$ cat config.mk
export PLATFORM = sky130hd
export DESIGN_NAME = vga_sync_gen
export DESIGN_NICKNAME = d
export VERILOG_FILES = /design/src/rtl/vga_timing_pkg.sv /design/src/rtl/edge_tick.sv /design/src/rtl/vga_sync_gen.sv
export SDC_FILE = /design/constraint.sdc
export NUM_CORES = 1
export LEC_CHECK = 0
export CAP_MARGIN = 10
export CORE_ASPECT_RATIO = 0.6
export CORE_MARGIN = 2
export CORE_UTILIZATION = 45
export DETAILED_ROUTE_END_ITERATION = 16
export HOLD_SLACK_MARGIN = 0.02
export MAX_ROUTING_LAYER = met4
export PLACE_DENSITY = 0.72
export SLEW_MARGIN = 20
export SYNTH_ARGS = -nofsm -noshare
export SYNTH_HDL_FRONTEND = slang
export SYNTH_SLANG_ARGS = --single-unit
$ cat constraint.sdc
create_clock -name CLK_NX -period 2.7 [get_ports CLK_NX]
set_input_delay 0.54 -clock CLK_NX [delete_from_list [all_inputs] [get_ports CLK_NX]]
set_output_delay 0.54 -clock CLK_NX [all_outputs]
set_load 0.005 [all_outputs]
$ cat src/rtl/vga_timing_pkg.sv
// Shared 640x480@60 VGA timing constants, used by the sync generator and the renderer.
package vga_timing_pkg;

    localparam int COORD_W = 10;

    localparam int H_VISIBLE = 640;
    localparam int H_FRONT   = 16;
    localparam int H_SYNC    = 96;
    localparam int H_BACK    = 48;
    localparam int V_VISIBLE = 480;
    localparam int V_FRONT   = 10;
    localparam int V_SYNC    = 2;
    localparam int V_BACK    = 33;

    localparam int H_TOTAL  = H_VISIBLE + H_FRONT + H_SYNC + H_BACK;
    localparam int V_TOTAL  = V_VISIBLE + V_FRONT + V_SYNC + V_BACK;
    localparam int HS_START = H_VISIBLE + H_FRONT;
    localparam int HS_END   = HS_START + H_SYNC;
    localparam int VS_START = V_VISIBLE + V_FRONT;
    localparam int VS_END   = VS_START + V_SYNC;

    // Half-open window test [lo, hi) on unsigned coordinates.
    function automatic logic in_window(input logic [COORD_W-1:0] v,
                                       input logic [COORD_W-1:0] lo,
                                       input logic [COORD_W-1:0] hi);
        return (v >= lo) && (v < hi);
    endfunction

endpackage

$ cat src/rtl/edge_tick.sv
// Rising-edge detector: one-cycle tick when a level synchronous to clk goes 0 -> 1.
module edge_tick (
    input  logic clk,
    input  logic reset,
    input  logic level,
    output logic tick
);
    import vga_timing_pkg::*;

    logic level_q;

    always_ff @(posedge clk) begin
        if (reset) begin
            level_q <= 1'b0;
        end else begin
            level_q <= level;
        end
    end

    // Cleared history makes a level that is already high after reset count as an edge.
    assign tick = level & ~level_q;

endmodule

$ cat src/rtl/vga_sync_gen.sv
// VGA h/v timing generator advanced by pixel_rate edges; all outputs registered together.
module vga_sync_gen #(
    parameter int H_VISIBLE = vga_timing_pkg::H_VISIBLE,
    parameter int H_FRONT   = vga_timing_pkg::H_FRONT,
    parameter int H_SYNC    = vga_timing_pkg::H_SYNC,
    parameter int H_BACK    = vga_timing_pkg::H_BACK,
    parameter int V_VISIBLE = vga_timing_pkg::V_VISIBLE,
    parameter int V_FRONT   = vga_timing_pkg::V_FRONT,
    parameter int V_SYNC    = vga_timing_pkg::V_SYNC,
    parameter int V_BACK    = vga_timing_pkg::V_BACK
) (
    input  logic                               CLK_NX,
    input  logic                               reset,
    input  logic                               pixel_rate,
    input  logic                               clk_RING,
    output logic                               pixel_tick,
    output logic                               hsync,
    output logic                               vsync,
    output logic                               video_on,
    output logic [vga_timing_pkg::COORD_W-1:0] pixel_x,
    output logic [vga_timing_pkg::COORD_W-1:0] pixel_y,
    output logic                               frame_start,
    output logic                               blink
);
    import vga_timing_pkg::*;

    localparam int H_TOT = H_VISIBLE + H_FRONT + H_SYNC + H_BACK;
    localparam int V_TOT = V_VISIBLE + V_FRONT + V_SYNC + V_BACK;

    if (H_TOT > (1 << COORD_W) || V_TOT > (1 << COORD_W)) begin : g_bad_timing
        $error("vga_sync_gen: line or frame total does not fit the coordinate width");
    end

    localparam logic [COORD_W-1:0] X_LAST = COORD_W'(H_TOT - 1);
    localparam logic [COORD_W-1:0] Y_LAST = COORD_W'(V_TOT - 1);
    localparam logic [COORD_W-1:0] X_VIS  = COORD_W'(H_VISIBLE);
    localparam logic [COORD_W-1:0] Y_VIS  = COORD_W'(V_VISIBLE);
    localparam logic [COORD_W-1:0] HS_LO  = COORD_W'(H_VISIBLE + H_FRONT);
    localparam logic [COORD_W-1:0] HS_HI  = COORD_W'(H_VISIBLE + H_FRONT + H_SYNC);
    localparam logic [COORD_W-1:0] VS_LO  = COORD_W'(V_VISIBLE + V_FRONT);
    localparam logic [COORD_W-1:0] VS_HI  = COORD_W'(V_VISIBLE + V_FRONT + V_SYNC);

    logic               tick;
    logic [COORD_W-1:0] x_nxt;
    logic [COORD_W-1:0] y_nxt;
    logic               wrap_frame;

    edge_tick u_pixel_edge (
        .clk   (CLK_NX),
        .reset (reset),
        .level (pixel_rate),
        .tick  (tick)
    );

    always_comb begin
        x_nxt      = pixel_x;
        y_nxt      = pixel_y;
        wrap_frame = 1'b0;
        if (tick) begin
            if (pixel_x == X_LAST) begin
                x_nxt = '0;
                if (pixel_y == Y_LAST) begin
                    y_nxt      = '0;
                    wrap_frame = 1'b1;
                end else begin
                    y_nxt = pixel_y + COORD_W'(1);
                end
            end else begin
                x_nxt = pixel_x + COORD_W'(1);
            end
        end
    end

    // Decode from the next-state counters so sync/video land on the same edge as x/y.
    always_ff @(posedge CLK_NX) begin
        if (reset) begin
            pixel_x     <= X_LAST;
            pixel_y     <= Y_LAST;
            hsync       <= 1'b1;
            vsync       <= 1'b1;
            video_on    <= 1'b0;
            pixel_tick  <= 1'b0;
            frame_start <= 1'b0;
            blink       <= 1'b0;
        end else begin
            pixel_x     <= x_nxt;
            pixel_y     <= y_nxt;
            hsync       <= ~in_window(x_nxt, HS_LO, HS_HI);
            vsync       <= ~in_window(y_nxt, VS_LO, VS_HI);
            video_on    <= (x_nxt < X_VIS) && (y_nxt < Y_VIS);
            pixel_tick  <= tick;
            frame_start <= wrap_frame;
            blink       <= clk_RING;
        end
    end

endmodule

# Word-level counts from Yosys, hierarchy flattened
# Index checks and enable logic that the tools add are counted.
[totals]
word_cells = 35
regBits = 27
inputBits = 4
[classes]
n_bitwise = 6
add_sub_neg = 2
n_eq_ne = 2
reduce_logical = 4
magnitude_cmp = 6
mux = 6
[ops]
columns = ["op", "count"]
rows = [
  ["$mux 10", 5],
  ["$add 10x1->10 const B", 2],
  ["$eq 10x10->1 const B", 2],
  ["$lt 10x10->1 const B", 2],
  ["$lt 10x9->1 const B", 2],
  ["$ge 10x10->1 const B", 1],
  ["$ge 10x9->1 const B", 1],
  ["$not 1->1", 5],
  ["$logic_and 1x1->1", 3],
  ["$reduce_or 3->1", 1],
  ["$and 1x1->1", 1],
  ["$mux 1", 1],
]

# Longest topological paths before layout
[logic_depth]
ltp_word = 7
depth_mapped = 9
mapped_depth_nobuf = 7

# Modules after synthesis
# A second synthesis with hierarchy kept.
[hier_totals]
cells_unflattened = 172
area_unflattened_um2 = 1498.9
[by_module_without_submodules]
columns = ["module", "seq_area_each_um2", "cells_each", "n_inst", "area_each_um2"]
rows = [
  ["vga_sync_gen", 520.5, 169, 1, 1451.4],
  ["edge_tick", 20.0, 3, 1, 47.5],
]

# Worst setup path after synthesis
# No wires, ideal clock.
[synth_path]
path_kind = "reg2reg"
startpoint = "register pixel_x[5] in the netlist's numbering"
endpoint = "register vsync"
n_path_buf = 1
path_stages_with_launch = 8
arrival_ns = 1.947
synth_period_minus_slack_ns = 2.083
slack_ns = 0.617
setup_ns = 0.136
cell_sequence = "dfxtp_1 buf_6 or4b_4 nor4_4 nand3_1 a32o_1 nor4_1 nand4bb_1"
[synth_via]
elab_chain_len = 6
word_cells_on_any_way = 7
[synth_rtl]
columns = ["element", "line_no", "rtl"]
rows = [
  ["start: declaration", "vga_sync_gen.sv:20", "output logic [vga_timing_pkg::COORD_W-1:0] pixel_x,"],
  ["start signal: assignment", "vga_sync_gen.sv:86", "pixel_x <= x_nxt;"],
  ["$eq 10x10->1 *", "vga_sync_gen.sv:60", "if (pixel_x == X_LAST) begin"],
  ["$mux 10 *", "vga_sync_gen.sv:60", ""],
  ["$mux 10 *", "vga_sync_gen.sv:59", "if (tick) begin"],
  ["$ge 10x9->1 / $lt 10x9->1 (equally long branches)", "vga_timing_pkg.sv:26", "return (v >= lo) && (v < hi);"],
  ["$logic_and 1x1->1 *", "vga_timing_pkg.sv:26", ""],
  ["$not 1->1 *", "vga_sync_gen.sv:89", "vsync <= ~in_window(y_nxt, VS_LO, VS_HI);"],
  ["end signal: assignment", "vga_sync_gen.sv:89", ""],
  ["end: declaration", "vga_sync_gen.sv:18", "output logic vsync,"],
]
# Every way passes the cells marked *; elsewhere a longest branch is shown, timed or not.
# A chain may end at the register's enable or synchronous reset.

# Worst setup path after layout
# Ends and elaborated chain as after synthesis.

==> flow_metrics.tcl <==
set metrics [dict create \
    rows 15 \
    final_cell_mix "29 x clkdlybuf4s50_1, 27 x dfxtp_1, 15 x nor2_1" \
    max_cap_viol_count 0 \
    start_util 0.489 \
    slowest_delay_ns 0.59 \
    htree_levels 1 \
    die_w_um 77.3 \
    ys_ff_latch 27 \
    min_path_type "flop to flop" \
    gr-total-overflow 0 \
    synth.distinct_cells 46 \
    hold_buffers 0 \
    yosys_warnings 0 \
    die_area_um2 3710 \
    postCtsSetupRepairBufs 0 \
    path_max_fanout 10 \
    initialDrtViolationCount 153 \
    dieHeight_um 48.0 \
    total_power_mw 1.04 \
    start_kind "flop" \
    whs_endpoint "pixel_x[0]" \
    r2r_slack_ns 0.25 \
    area_growth_pct 27.8 \
    crit_type "flop to flop" \
    fin_setup_tns_ns 0 \
    layout.nets 212 \
    grt_max_degree 17 \
    post-route-period-util 0.907 \
    worstPathRequired_ns 2.83 \
    synth_edf_count 0 \
    dpl.hpwl_um 2750 \
    clk_transition_reported_paths_ns 0.09 \
    seq_area_frac_synth 0.373 \
    antennaDiodeCount 0 \
    relSlewSlack 0.641 \
    critical_path.endpoint_type "flop" \
    via_per_inst 5.74 \
    ys_async_sr_fraction 0 \
    grt_pass1_wl_um 5700 \
    critPathArrivalTime_ns 2.58 \
    min_from "pixel_x[0]" \
    setup_violations 0 \
    port_buffers 29 \
    cts_tree "yes" \
    final_hold_viol_count 0 \
    numCtsBuffers 3 \
    synth_area_um2 1450 \
    rr_endpoint "vsync" \
    status "finished, final reports clean" \
    root_buffer "clkbuf_8" \
    fin_skew_ns 0.0106 \
    rsz0062_at_grt "no" \
    tightest_slew_ns 0.533 \
    synthesis.nets 180 \
    dr.pass1.iters 4 \
    routed-via-count 1413 \
    fin_crit_ns 2.45 \
    cts.sinks 27 \
    hold_depth 1 \
    wl_per_cell_um 15.2 \
    synth.avg_cell_area_um2 8.38 \
    cp_slowest_cell "or4b_4" \
    clockBufferDepth 2 \
    power_density_nw_per_um2 561 \
    core-area_um2 2970 \
    postLayoutCoreUtil 0.625 \
    final_common_cell "clkdlybuf4s50_1" \
    routed_wirelength_um 3730 \
    grt_pass1_vias 1159 \
    rr_startpoint "pixel_x[5]" \
    yosys_most_used_dff "dfxtp_1" \
    final_layout_size_suffix_gt1_frac 0.0980 \
    routabilityCongestion 0.850 \
    p_leak_nw 0.678 \
    drv_slew 0 \
    vdd_ir_drop_max_mv 0.380 \
    path_cells "or4b_4 > nor4_4 > nand3_1 > a32o_1 > nor4_2 > nand4bb_1" \
    worstSkewPairLatency_ns 0.27 \
    synth_cells 173 \
    fill_cells 268 \
    max_freq_mhz 408 \
    io_pins 30 \
    r2r_cells 6 \
    ant_nets 0 \
    antenna_found_initial 0 \
    drc_errors 0 \
    grt_usage 0.207 \
]
-- cell type report --
cell class / instances / area (um^2) / area share
clock inverters: 1 / 5.00 / 0.00270
repair buffers: 38 / 358 / 0.193
well taps: 42 / 52.6 / 0.0284
inverters: 3 / 11.3 / 0.00608
flip-flops and latches: 27 / 541 / 0.292
multi-input cells: 132 / 845 / 0.456
clock buffers: 3 / 41.3 / 0.0223
-- synthesized netlist by cell type (3+ instances only) --
cell type,count,area (um^2)
dfxtp_1,27,541
nor2_1,15,56.3
nand2_1,13,48.8
a21oi_1,12,60.1
nand3_1,10,50.1
nor3_1,7,35.0
and3_1,6,37.5
clkbuf_1,6,22.5
o21ai_0,6,30.0
xor2_1,5,43.8
nand2b_1,4,25.0
xnor2_1,4,35.0
buf_2,3,15.0
ha_1,3,37.5
inv_1,3,11.3
nand4_1,3,18.8
nand4b_1,3,26.3
nor2b_1,3,18.8
or2_2,3,18.8
-- through the flow --
step / hold slack (ns) / instances / setup slack (ns) / area (um^2)
floorplan: 0.515 / 173 / 0.617 / 1450
global placement: 0.529 / 242 / 0.180 / 1800
detailed placement: 0.553 / 242 / 0.00465 / 1800
CTS: 0.568 / 246 / 0.168 / 1850
global route: 0.598 / 246 / 0.149 / 1850
finish: 0.560 / 246 / 0.250 / 1850
-- worst max path at each step --
stage,from,to,slack [ns]
global placement,pixel_rate,vsync,0.18
finish,pixel_x[5],vsync,0.25
CTS,pixel_x[5],vsync,0.17
global route,pixel_x[5],vsync,0.15
detailed placement,pixel_rate,vsync,0.005
floorplan,pixel_x[5],vsync,0.62
-- critical path, delay by kind of cell, from the launching register on --
kind            cells  cell delay, ns
simple gates        5            1.63
flops               1            0.41
compound gates      1            0.26
-- metal layers --
metal / up-vias / track usage / share of wire
li1: 692 / - / -
met1: 650 / 0.288 / 0.48
met2: 69 / 0.322 / 0.43
met3: 2 / 0.0396 / 0.082
met4: 0 / 0.0321 / 0.0021
met5: - / - / 0
-- where the power goes --
group	internal, mW	total, mW	switching, mW
Clock	0.103	0.227	0.123
Combinational	0.171	0.341	0.170
Sequential	0.429	0.472	0.0427
Total	0.704	1.04	0.336
-- state kept, by name (all words and copies together) (netlist names) --
name and cells:
video_on 1, frame_start 1, u_pixel_edge.level_q 1, hsync 1, pixel_x 10, vsync 1
blink 1, pixel_y 10, pixel_tick 1
-- timing repair --
action | 4_1_cts | 5_1_grt
setup endpoints to repair | 0 | 1
hold endpoints to repair | 0 | 0
resized for setup | 0 | 1
-- cells by family after synthesis --
kind of cell,after synthesis,synth area share
AOI/OAI and AO/OA,38,0.171
and+or+nand+nor,82,0.327
DFF,27,0.373
buffers and inverters,14,0.0492
xor gates and xnor gates,9,0.0544
adders and majority gates,3,0.0259
Power figures use the tool's default switching activity.
